--- src/rtl/instr_fetch.sv ---
`default_nettype none
// ============================================================================
//  Module      : instr_fetch
//  Description : MIPS instruction fetch stage. Owns the PC, addresses a
//                synchronous-read instruction ROM, hides the one-cycle ROM
//                latency with an out/skid buffer pair and presents
//                {instr, pc, pc+4} to decode over valid/ready. Accepts
//                branch/jump redirects, which flush the stage.
//  Revision    : 1.0 - initial release
// ============================================================================
module instr_fetch #(
    parameter logic [31:0] RESET_PC = 32'h0000_0000,
    parameter int          ADDR_W   = 13
) (
    input  logic              i_clk,
    input  logic              i_rst,
    output logic [ADDR_W-1:0] o_imem_addr,
    input  logic [31:0]       i_imem_rd,
    input  logic              i_redirect,
    input  logic [31:0]       i_redirect_pc,
    output logic              o_valid,
    input  logic              i_ready,
    output logic [31:0]       o_instr,
    output logic [31:0]       o_pc,
    output logic [31:0]       o_pc_plus4
);

    localparam logic [ADDR_W-1:0] c_reset_waddr = RESET_PC[ADDR_W+1:2];

    // Fetch pointer and the read currently returning from the ROM
    logic [31:0] r_pc_q;
    logic        r_inflight_v;
    logic [31:0] r_inflight_pc;

    // Output register (what decode sees) and the skid entry behind it
    logic        r_out_v;
    logic [31:0] r_out_instr;
    logic [31:0] r_out_pc;
    logic [31:0] r_out_pc_plus4;
    logic        r_skid_v;
    logic [31:0] r_skid_instr;
    logic [31:0] r_skid_pc;

    logic        w_pop;
    logic [1:0]  w_count;
    logic        w_issue;
    logic [31:0] w_issue_addr;

    // Issue decision: keep at most two entries owned by the stage, counting
    // the one still in the ROM; a redirect always issues its target.
    always_comb begin
        w_pop        = r_out_v & i_ready;
        w_count      = {1'b0, r_out_v} + {1'b0, r_skid_v} + {1'b0, r_inflight_v};
        w_issue      = i_redirect | ((w_count - {1'b0, w_pop}) < 2'd2);
        w_issue_addr = i_redirect ? (i_redirect_pc & ~32'd3) : r_pc_q;
        o_imem_addr  = i_rst ? c_reset_waddr : w_issue_addr[ADDR_W+1:2];
    end

    // Fetch pointer, in-flight tracking and out/skid buffer movement
    always_ff @(posedge i_clk) begin
        if (i_rst) begin
            r_pc_q         <= RESET_PC;
            r_inflight_v   <= 1'b0;
            r_inflight_pc  <= 32'd0;
            r_out_v        <= 1'b0;
            r_out_instr    <= 32'd0;
            r_out_pc       <= 32'd0;
            r_out_pc_plus4 <= 32'd4;
            r_skid_v       <= 1'b0;
            r_skid_instr   <= 32'd0;
            r_skid_pc      <= 32'd0;
        end else begin
            r_inflight_v <= w_issue;
            if (w_issue) begin
                r_inflight_pc <= w_issue_addr;
                r_pc_q        <= w_issue_addr + 32'd4;
            end

            if (i_redirect) begin
                // Everything buffered or returning belongs to the old path
                r_out_v  <= 1'b0;
                r_skid_v <= 1'b0;
            end else if (w_pop) begin
                if (r_skid_v) begin
                    // Skid entry is older than any arriving data
                    r_out_instr    <= r_skid_instr;
                    r_out_pc       <= r_skid_pc;
                    r_out_pc_plus4 <= r_skid_pc + 32'd4;
                    if (r_inflight_v) begin
                        r_skid_instr <= i_imem_rd;
                        r_skid_pc    <= r_inflight_pc;
                    end else begin
                        r_skid_v <= 1'b0;
                    end
                end else if (r_inflight_v) begin
                    r_out_instr    <= i_imem_rd;
                    r_out_pc       <= r_inflight_pc;
                    r_out_pc_plus4 <= r_inflight_pc + 32'd4;
                end else begin
                    r_out_v <= 1'b0;
                end
            end else if (r_inflight_v) begin
                if (!r_out_v) begin
                    // Skid is necessarily empty when the out register is
                    r_out_v        <= 1'b1;
                    r_out_instr    <= i_imem_rd;
                    r_out_pc       <= r_inflight_pc;
                    r_out_pc_plus4 <= r_inflight_pc + 32'd4;
                end else begin
                    // Issue throttling guarantees the skid slot is free here
                    r_skid_v     <= 1'b1;
                    r_skid_instr <= i_imem_rd;
                    r_skid_pc    <= r_inflight_pc;
                end
            end
        end
    end

    assign o_valid    = r_out_v;
    assign o_instr    = r_out_instr;
    assign o_pc       = r_out_pc;
    assign o_pc_plus4 = r_out_pc_plus4;

endmodule
`default_nettype wire

--- config.mk ---
export PLATFORM = sky130hd
export DESIGN_NAME = instr_fetch
export DESIGN_NICKNAME = d
export VERILOG_FILES = /design/src/rtl/instr_fetch.sv
export SDC_FILE = /design/constraint.sdc
export NUM_CORES = 1
export LEC_CHECK = 0
export ABC_AREA = 1
export CORE_MARGIN = 4
export CORE_UTILIZATION = 34
export DETAILED_ROUTE_END_ITERATION = 6
export PLACE_DENSITY = 0.66
export SYNTH_ARGS = -nofsm -noshare
export SYNTH_HDL_FRONTEND = slang
export SYNTH_SLANG_ARGS = --single-unit
--- constraint.sdc ---
create_clock -name i_clk -period 5.65 [get_ports i_clk]
set_input_delay 1.13 -clock i_clk [delete_from_list [all_inputs] [get_ports i_clk]]
set_output_delay 1.13 -clock i_clk [all_outputs]
set_load 0.005 [all_outputs]
==> results by group, run 1 <==
Status
  • Status: complete, no violations

Layout
  • # nets final: 1,900
  • Seq. cell area: 4340 µm²
  • Area of the multi-input gates: 5880 µm²
  • Antenna cells: 0
  • Filler Cell Count: 3,346
  • Layout cells sized above 1: 6.67%
  • Utilization after layout: 43.3%
  • Layout Area Growth over Synthesis: 25.5%

CTS
  • Clk sinks: 217
  • Clock transition at the registers of the reported paths: 0.06 ns
  • Root buf cell: clkbuf_16
  • Cts bufs inserted: 26
  • Post-CTS resize count: 0
  • Post-CTS Hold Fix Bufs: 0
  • Clock latency on the worst-skew pair: 0.53 ns
  • H-tree levels: 1
  • Bufs on Longest Clock Path: 3
  • CTS tree: done
  • Post-CTS Setup Inserts: 0

Routing
  • WL met1: 16,800 µm
  • Antenna Nets Post-Route: 0
  • Drt pass-1 iters: 5
  • WL/cell: 15.4 µm
  • Number of remaining DRC errors: 0
  • Top layer reached by signal wires: met4
  • Wire length on met3: 2140 µm
  • Met2 WL: 15,800 µm
  • Total wire length: 35,200 µm
  • Initial DRC Count: 866
  • Vias: 11,400
  • Via density per instance: 4.98

STA
  • Clock period minus worst slack: 4.39 ns
  • Slew Limit Fails: 0
  • Hold Fails Final Rpt: 0
  • Worst Max-Slew Pin Slew: 1.04 ns
  • Final Cycle Share: 77.6%
  • Fin Setup TNS: 0 ns
  • Setup-failing EPs final: 0
  • Max Freq: 0.228 GHz
  • Skew final: 0.0111 ns
  • Slew HR: 30.6%
  • RSZ-0062 raised after global routing: false

Logic synthesis
  • Top-area cell type share of the netlist area: 38.6%
  • Synthesized area: 11,300 µm²
  • YS warnings: 0
  • Compound-Gate Fraction of Synth Area: 20.4%
  • Yosys top cell by area: dfxtp_1
  • Synth Area in Adders: 0.778%
  • Mean Syn Cell Area: 6.60 µm²
  • Main combinational cell family by area after synthesis: simple AND/OR/NAND/NOR gates
  • Post-synthesis mux area share: 0%
  • Post-Synthesis Cells: 1,706
  • Area contributors post-synth: dfxtp_1 (39%), nand2_1 (13%), o21ai_0 (9.3%)
  • Post-Synth Simple-Gate Area: 29.7%
  • XOR/XNOR share of the synthesized area: 1.17%
  • Post-synth cell types: 43
  • Register area share after synthesis: 38.6%
  • Yosys reg bits: 217

Placed design
  • HPWL Detailed: 24,800 µm
  • PortBufs: 171
  • RePlAce Congestion: 0.916

Pwr
  • PwrDens: 277 nW/µm²
  • Leak pwr: 5.47 nW
  • Worst vdd rail ir drop: 0.000206 V

Run
  • # Max-Cap Violations: 0

Floorplanning
  • Core ar.: 32,600 µm²
  • Rows: 66
  • Die ar.: 36,100 µm²
  • Initial cell density of the core: 34.5%
  • Die Y: 190 µm
  • # IOs: 178
  • Horiz. Die Dim: 190 µm

Global route
  • Largest net degree at the start of global routing: 91
  • First-pass GRT wire length: 55,700 µm
  • Global route total overflow: 0
  • Initial antenna violation count: 0
  • All-Layer GR Usage: 18.7%
  • Number of global-route vias before repair: 10,300

Worst setup path
  • CP Data Arrival Time: 3.26 ns
  • CP max stage cell: clkdlybuf4s50_1
  • Family with the most delay on the worst path: buffers and inverters
  • CP max FO: 19
  • CP Class: in2out
  • Critical path launch point type: primary input
  • Worst path required time: 4.52 ns
  • Critical path's largest stage delay: 0.54 ns
  • Most frequent CP cell: clkdlybuf4s50_1
  • Worst Path Buf+Inv: 5
  • CP cell instances: clkdlybuf4s50_1 > inv_2 > buf_4 > nand2_1 > nand2_2 > inv_1 > nor2_1 > clkdlybuf4s50_1
  • CP Capture Type: output port

Worst hold path
  • Worst Hold Class: reg2reg
==> worst min-delay path, delay by kind of cell (launching register included) <==
family | cells | cell delay, ns
simple gates | 1 | 0.06
compound gates | 1 | 0.06
flops | 1 | 0.31
==> cell usage after synthesis (all sizes together) <==
cell type,n
nand2,405
nor2,245
o21ai,228
dfxtp,217
inv,155
a21oi,101
nand3,93
a31oi,60
clkbuf,57
buf,43
nor3,19
nand4,18
xor2,13
o211ai,11
nand3b,8
a211oi,7
ha,7
o21a,3
or2,3
o21bai,2
o221ai,2
xnor2,2
a21boi,1
clkinv,1
conb,1
nor3b,1
o211a,1
o31ai,1
or3,1
==> layout by cell type (no fill, tap or decap), types with 4 or more instances in the layout <==
cell type,count
o21ai_0,210
nand3b_1,8
buf_4,16
nor3_1,15
clkinv_2,4
nand2_1,392
clkbuf_16,26
nor2_4,6
nand3_1,89
nor3_2,4
clkbuf_8,6
ha_1,7
inv_2,10
clkdlybuf4s50_1,171
a21oi_1,101
dfxtp_1,217
conb_1,4
nand2_2,13
o211ai_1,11
xor2_1,13
nor2_1,229
a31oi_1,60
o21ai_1,9
nand3_2,4
a211oi_1,7
nor2_2,10
inv_1,143
nand4_1,18
o21ai_2,6
==> registers in the layout, summed over array words and instances (netlist names) <==
register       count
o_instr           32
o_pc              30
o_pc_plus4        30
o_valid            1
r_inflight_pc     30
r_inflight_v       1
r_pc_q            30
r_skid_instr      32
r_skid_pc         30
r_skid_v           1
==> path summary, 6_finish.rpt <==
check	start	to	slack [ns]	cells after the start
worst max register to register	o_valid$_SDFFE_PP0P_	r_pc_q[24]$_SDFFE_PP0P_	2.68	12
worst min register to register	o_pc_plus4[15]$_SDFFE_PP0P_	o_pc_plus4[15]$_SDFFE_PP0P_	0.47	2
worst min-delay path	o_pc_plus4[15]$_SDFFE_PP0P_	o_pc_plus4[15]$_SDFFE_PP0P_	0.47	2
worst max-delay path	i_redirect	o_imem_addr[12]	1.26	8
==> final cells by class <==
| type | instances | share of cell area (%) |
|---|---|---|
| inverters | 156 | 4.18 |
| clock buffers | 35 | 5.27 |
| multi-input cells | 1236 | 41.6 |
| well taps | 442 | 3.91 |
| clock inverters | 13 | 1.20 |
| repair buffers | 188 | 13.1 |
| flip-flops and latches | 217 | 30.7 |
==> kinds of logic after synthesis <==
kind of cell	after synthesis
AO/OA/AOI/OAI	417
adder cells (fa/ha/maj)	7
flip-flops	217
other	1
buffers and inverters	256
XOR/XNOR	15
AND/OR/NAND/NOR	793
==> power breakdown <==
group	total (mW)	internal (mW)	switching, mW
registers	1.68	1.61	0.0681
logic	0.476	0.213	0.263
clock network	1.76	1.07	0.691
==> stage by stage <==
stage / hold WS [ns] / setup slack (ns) / std cells / power [mW] / instance area, µm²
global route: 0.479 / 1.16 / 2287 / 4.08 / 14100
global placement: 0.455 / 1.30 / 2239 / 2.18 / 13200
floorplan: 0.444 / 2.76 / 1709 / 1.96 / 11300
finish: 0.465 / 1.26 / 2287 / 3.91 / 14100
CTS: 0.465 / 1.27 / 2287 / 3.95 / 14100
detailed placement: 0.455 / 1.28 / 2239 / 2.18 / 13200
==> per-layer routing <==
| layer | global-route usage (%) | vias to the layer above |
|---|---|---|
| li1 | - | 5843 |
| met1 | 27.6 | 5175 |
| met2 | 29.3 | 337 |
| met3 | 2.53 | 31 |
| met4 | 3.39 | 0 |
| met5 | 0 | - |
No activity file was read; power rests on OpenSTA's default activity.
==> run 2: changes to the inputs <==
==> constraint.sdc (replaced) <==
create_clock -name i_clk -period 4.15 [get_ports i_clk]
set_input_delay 0.83 -clock i_clk [delete_from_list [all_inputs] [get_ports i_clk]]
set_output_delay 0.83 -clock i_clk [all_outputs]
set_load 0.005 [all_outputs]
==> results by group, run 2 (synthesis results as in run 1) <==
Floorplanning
  • Core ar.: 32,600 µm²
  • # IOs: 178
  • Horiz. Die Dim: 190 µm
  • Die Y: 190 µm
  • Rows: 66
  • Die ar.: 36,100 µm²
  • Initial cell density of the core: 34.5%

CTS
  • Clock latency on the worst-skew pair: 0.53 ns
  • Clock transition at the registers of the reported paths: 0.05 ns
  • Post-CTS Setup Inserts: 0
  • Post-CTS resize count: 0
  • H-tree levels: 1
  • Root buf cell: clkbuf_16
  • Clk sinks: 217
  • Cts bufs inserted: 26
  • Bufs on Longest Clock Path: 3
  • CTS tree: done
  • Post-CTS Hold Fix Bufs: 0

Placed design
  • Cells after DPL: 2,246
  • Pre-CTS setup slack: 0.486 ns
  • RePlAce Congestion: 0.902
  • PortBufs: 171
  • HPWL Detailed: 25,600 µm

Global route
  • Global route total overflow: 0
  • First-pass GRT wire length: 56,800 µm
  • Largest net degree at the start of global routing: 91
  • Initial antenna violation count: 0
  • All-Layer GR Usage: 19.0%
  • Number of global-route vias before repair: 10,500

Routing
  • Initial DRC Count: 881
  • Total wire length: 35,900 µm
  • Vias: 11,400
  • Drt pass-1 iters: 5
  • Antenna Nets Post-Route: 0
  • Via density per instance: 4.98
  • WL/cell: 15.7 µm
  • Number of remaining DRC errors: 0

Pwr
  • PwrDens: 370 nW/µm²
  • Flop pwr share: 43.7%
  • Sw power: 1.35 mW
  • Pint: 3.88 mW
  • Logic pwr share: 12.5%
  • Clk pwr share: 43.8%
  • Switching share of power: 25.8%
  • Worst vdd rail ir drop: 0.000311 V
  • Leak pwr: 5.48 nW

Layout
  • Area of the multi-input gates: 5880 µm²
  • Cell Count, Final, Fillers Out: 2,292
  • Layout Area Growth over Synthesis: 25.8%
  • Seq. cell area: 4340 µm²
  • Layout cells sized above 1: 6.81%
  • Utilization after layout: 43.4%
  • # nets final: 1,907
  • Most frequent cells in the layout: nand2_1 (392), nor2_1 (229), dfxtp_1 (217)
  • Commonest non-fill, non-tap cell in the layout: nand2_1
  • Antenna cells: 0
  • Filler Cell Count: 3,372

Worst setup path
  • Critical path launch point type: primary input
  • Worst flop-to-flop path endpoint: r_pc_q[16]$_SDFFE_PP0P_
  • Worst Path Buf+Inv: 4
  • Family with the most delay on the worst path: buffers and inverters
  • Critical path's largest stage delay: 0.54 ns
  • Worst R2R Path Depth: 13
  • CP Data Arrival Time: 2.88 ns
  • Reg2reg setup slack: 1.52 ns
  • Worst path required time: 3.32 ns
  • CP max FO: 37
  • CP Capture Type: output port
  • Reg2reg start: o_valid$_SDFFE_PP0P_
  • CP max stage cell: clkdlybuf4s50_1
  • Most frequent CP cell: clkdlybuf4s50_1
  • CP Class: in2out
  • CP cell instances: clkdlybuf4s50_1 > buf_4 > nand2_1 > o21ai_1 > inv_1 > nor2_1 > clkdlybuf4s50_1

Run
  • # Max-Cap Violations: 0

STA
  • Setup-failing EPs final: 0
  • Max Freq: 0.270 GHz
  • RSZ-0062 raised after global routing: false
  • Clock period minus worst slack: 3.71 ns
  • Fin Setup TNS: 0 ns
  • Skew final: 0.0162 ns
  • Final Cycle Share: 89.4%
  • Slew Limit Fails: 0
  • Hold Fails Final Rpt: 0
  • PnR worst setup slack: 0.442 ns
  • Worst Max-Slew Pin Slew: 0.724 ns
  • Slew HR: 51.6%

Worst hold path
  • Hold endpoint: o_pc_plus4[30]$_SDFFE_PP0P_
  • Number of cells on the worst hold path: 2
  • Worst Hold Class: reg2reg
  • HP Start: o_pc_plus4[30]$_SDFFE_PP0P_

Status
  • Status: complete, no violations
run 2: stage by stage:
step / instance area (µm²) / hold slack (ns) / total power [mW]
after floorplan: 11300 / 0.444 / 2.67
after global placement: 13300 / 0.454 / 2.97
after detailed placement: 13300 / 0.458 / 2.98
after CTS: 14200 / 0.467 / 5.29
after global routing: 14200 / 0.479 / 5.46
final: 14200 / 0.465 / 5.23
run 2: routing by layer:
metal	track usage, %	up-vias	routed length (µm)
met5	0	-	0
met4	4.95	0	990
met3	2.72	52	2020
met2	30.0	313	15800
met1	27.3	5191	17100
li1	-	5857	-
run 2: final cells by class:
cell class                 count  area share [%]
clock buffer                  37            5.39
clock inverter                 9           0.707
inverter                     156            4.17
multi-input combinational   1236            41.5
sequential                   217            30.7
tap                          442            3.91
timing repair buffer         195            13.6
run 2: power groups by stage:
stage               logic, mW  clock network (mW)  registers, mW
finish                  0.654                2.29           2.29
global route            0.731                2.43           2.30
CTS                     0.656                2.35           2.28
detailed placement      0.652                   0           2.33
global placement        0.645                   0           2.33
floorplan               0.364                   0           2.30
run 2: worst reg2reg max path: stages, from the launching register on:
cell     delay (ns)
dfxtp_1        0.42
nand2_1        0.21
ha_1           0.32
ha_1           0.27
a21oi_1        0.18
nor2_1         0.11
nor2_2         0.13
buf_4          0.33
buf_4          0.26
nor2_1         0.06
nand2_1        0.07
nand3_1        0.06
nand2_1        0.06
inv_1          0.05
run 2: worst max path at each step:
stage / from / to / slack (ns) / cells after the start
2_1_floorplan: i_ready / r_inflight_pc[10]$_SDFFE_PP0P_ / 1.56 / 10
3_3_place_gp: i_redirect / o_imem_addr[9] / 0.53 / 7
3_5_place_dp: i_redirect / o_imem_addr[9] / 0.49 / 7
4_1_cts: i_redirect / o_imem_addr[9] / 0.47 / 7
5_1_grt: i_redirect / o_imem_addr[9] / 0.35 / 7
6_report: i_redirect / o_imem_addr[9] / 0.44 / 7
==> run 3: changes to the inputs <==
--- a/config.mk
+++ b/config.mk
@@ -9,7 +9,6 @@
 export CORE_MARGIN = 4
 export CORE_UTILIZATION = 34
 export DETAILED_ROUTE_END_ITERATION = 6
-export PLACE_DENSITY = 0.66
 export SYNTH_ARGS = -nofsm -noshare
 export SYNTH_HDL_FRONTEND = slang
 export SYNTH_SLANG_ARGS = --single-unit
==> results by group, run 3 (synthesis results as in run 1) <==
Routing
  • Via density per instance: 4.98
  • Vias: 11,400
  • Initial DRC Count: 861
  • Drt pass-1 iters: 5
  • Number of remaining DRC errors: 0
  • WL/cell: 15.7 µm
  • Antenna Nets Post-Route: 0
  • Total wire length: 35,900 µm

Run
  • # Max-Cap Violations: 0

STA
  • Final Cycle Share: 89.0%
  • Slew Limit Fails: 0
  • Hold Fails Final Rpt: 0
  • RSZ-0062 raised after global routing: false
  • Setup-failing EPs final: 0
  • Skew final: 0.0110 ns
  • Slew HR: 45.6%
  • Fin Setup TNS: 0 ns
  • Clock period minus worst slack: 3.69 ns
  • Max Freq: 0.271 GHz
  • Worst Max-Slew Pin Slew: 0.816 ns

Pwr
  • Sw power: 1.37 mW
  • Switching share of power: 25.8%
  • Worst vdd rail ir drop: 0.000300 V
  • Logic pwr share: 12.4%
  • Leak pwr: 5.49 nW
  • Flop pwr share: 43.1%
  • Pwr Total: 5.30 mW
  • Pint: 3.93 mW
  • Clk pwr share: 44.5%
  • PwrDens: 374 nW/µm²

Floorplanning
  • Rows: 66
  • Initial cell density of the core: 34.5%
  • Core ar.: 32,600 µm²
  • # IOs: 178
  • Die ar.: 36,100 µm²
  • Horiz. Die Dim: 190 µm
  • Die Y: 190 µm

Placed design
  • HPWL Detailed: 25,200 µm
  • PortBufs: 171
  • RePlAce Congestion: 0.929

CTS
  • Clk sinks: 217
  • CTS tree: done
  • Post-CTS Setup Inserts: 0
  • Cts bufs inserted: 27
  • Root buf cell: clkbuf_16
  • Clock latency on the worst-skew pair: 0.54 ns
  • Bufs on Longest Clock Path: 3
  • H-tree levels: 1
  • Clock transition at the registers of the reported paths: 0.05 ns
  • Post-CTS resize count: 0
  • Post-CTS Hold Fix Bufs: 0

Layout
  • Antenna cells: 0
  • Layout Area Growth over Synthesis: 26.0%
  • Layout cells sized above 1: 6.50%
  • Most frequent cells in the layout: nand2_1 (392), nor2_1 (229), dfxtp_1 (217)
  • Utilization after layout: 43.5%
  • Commonest non-fill, non-tap cell in the layout: nand2_1
  • # nets final: 1,903

Worst setup path
  • CP Capture Type: output port
  • CP cell instances: clkdlybuf4s50_1 > inv_2 > nand2_1 > nand2_1 > inv_1 > nor2_1 > clkdlybuf4s50_1
  • CP max stage cell: clkdlybuf4s50_1
  • Worst path required time: 3.32 ns
  • Critical path launch point type: primary input
  • CP Class: in2out
  • CP Data Arrival Time: 2.86 ns
  • Critical path's largest stage delay: 0.58 ns
  • CP max FO: 15

Worst hold path
  • Worst Hold Class: reg2reg

Status
  • Status: complete, no violations

Global route
  • Initial antenna violation count: 0
  • Number of global-route vias before repair: 10,500
  • Largest net degree at the start of global routing: 91
  • All-Layer GR Usage: 19.0%
  • First-pass GRT wire length: 56,400 µm
  • Global route total overflow: 0
-- run 3: cell count changes in the layout (fill, tap and decap cells not counted), moves of 2 or more --
| cell | change |
|---|---|
| clkbuf_8 | +2 |
| clkbuf_1 | +3 |
| inv_6 | +2 |
| clkinv_2 | -4 |
| clkinvlp_4 | -2 |
| buf_4 | -8 |
| buf_12 | +3 |
-- run 3: area by class of cell --
| class | instances | area (µm²) |
|---|---|---|
| fill | 3433 | 18400 |
| timing repair buffer | 190 | 1930 |
| tap | 442 | 553 |
| multi-input combinational | 1236 | 5880 |
| clock inverter | 6 | 91.3 |
| sequential | 217 | 4340 |
| clock buffer | 42 | 802 |
| inverter | 156 | 591 |
-- run 3: worst max-delay path: cells and delay by family --
| family | cells | cell delay (ns) |
|---|---|---|
| buffers and inverters | 4 | 1.59 |
| and+or+nand+nor | 3 | 0.42 |
-- run 3: through the flow --
stage	cells	hold slack (ns)	instance area [µm²]	setup WS, ns
final	2289	0.464	14200	0.458
after global routing	2289	0.480	14200	0.285
after CTS	2289	0.466	14200	0.458
after detailed placement	2241	0.457	13300	0.464
after global placement	2241	0.454	13300	0.494
after floorplan	1709	0.444	11300	1.56
-- run 3: worst paths after layout --
kind                               startpoint  cells past startpoint  slack (ns)                           to
hold reg to reg   o_pc_plus4[17]$_SDFFE_PP0P_                      2        0.46  o_pc_plus4[17]$_SDFFE_PP0P_
setup reg to reg         o_valid$_SDFFE_PP0P_                     11        1.55       r_pc_q[7]$_SDFFE_PP0P_
hold / removal    o_pc_plus4[17]$_SDFFE_PP0P_                      2        0.46  o_pc_plus4[17]$_SDFFE_PP0P_
setup / recovery                   i_redirect                      7        0.46               o_imem_addr[2]
-- run 3: metal layers --
metal / GRT usage, % / vias up / part of all wire, %
li1: - / 5853 / -
met5: 0 / - / 0
met2: 28.4 / 341 / 42
met3: 2.50 / 67 / 5.5
met1: 28.4 / 5127 / 49
met4: 5.62 / 0 / 3.0
-- run 3: power groups by stage --
| stage | registers, mW | clock network [mW] | logic (mW) |
|---|---|---|---|
| finish | 2.29 | 2.36 | 0.658 |
| global route | 2.30 | 2.51 | 0.733 |
| CTS | 2.28 | 2.42 | 0.661 |
| detailed placement | 2.33 | 0 | 0.657 |
| global placement | 2.33 | 0 | 0.650 |
| floorplan | 2.30 | 0 | 0.364 |
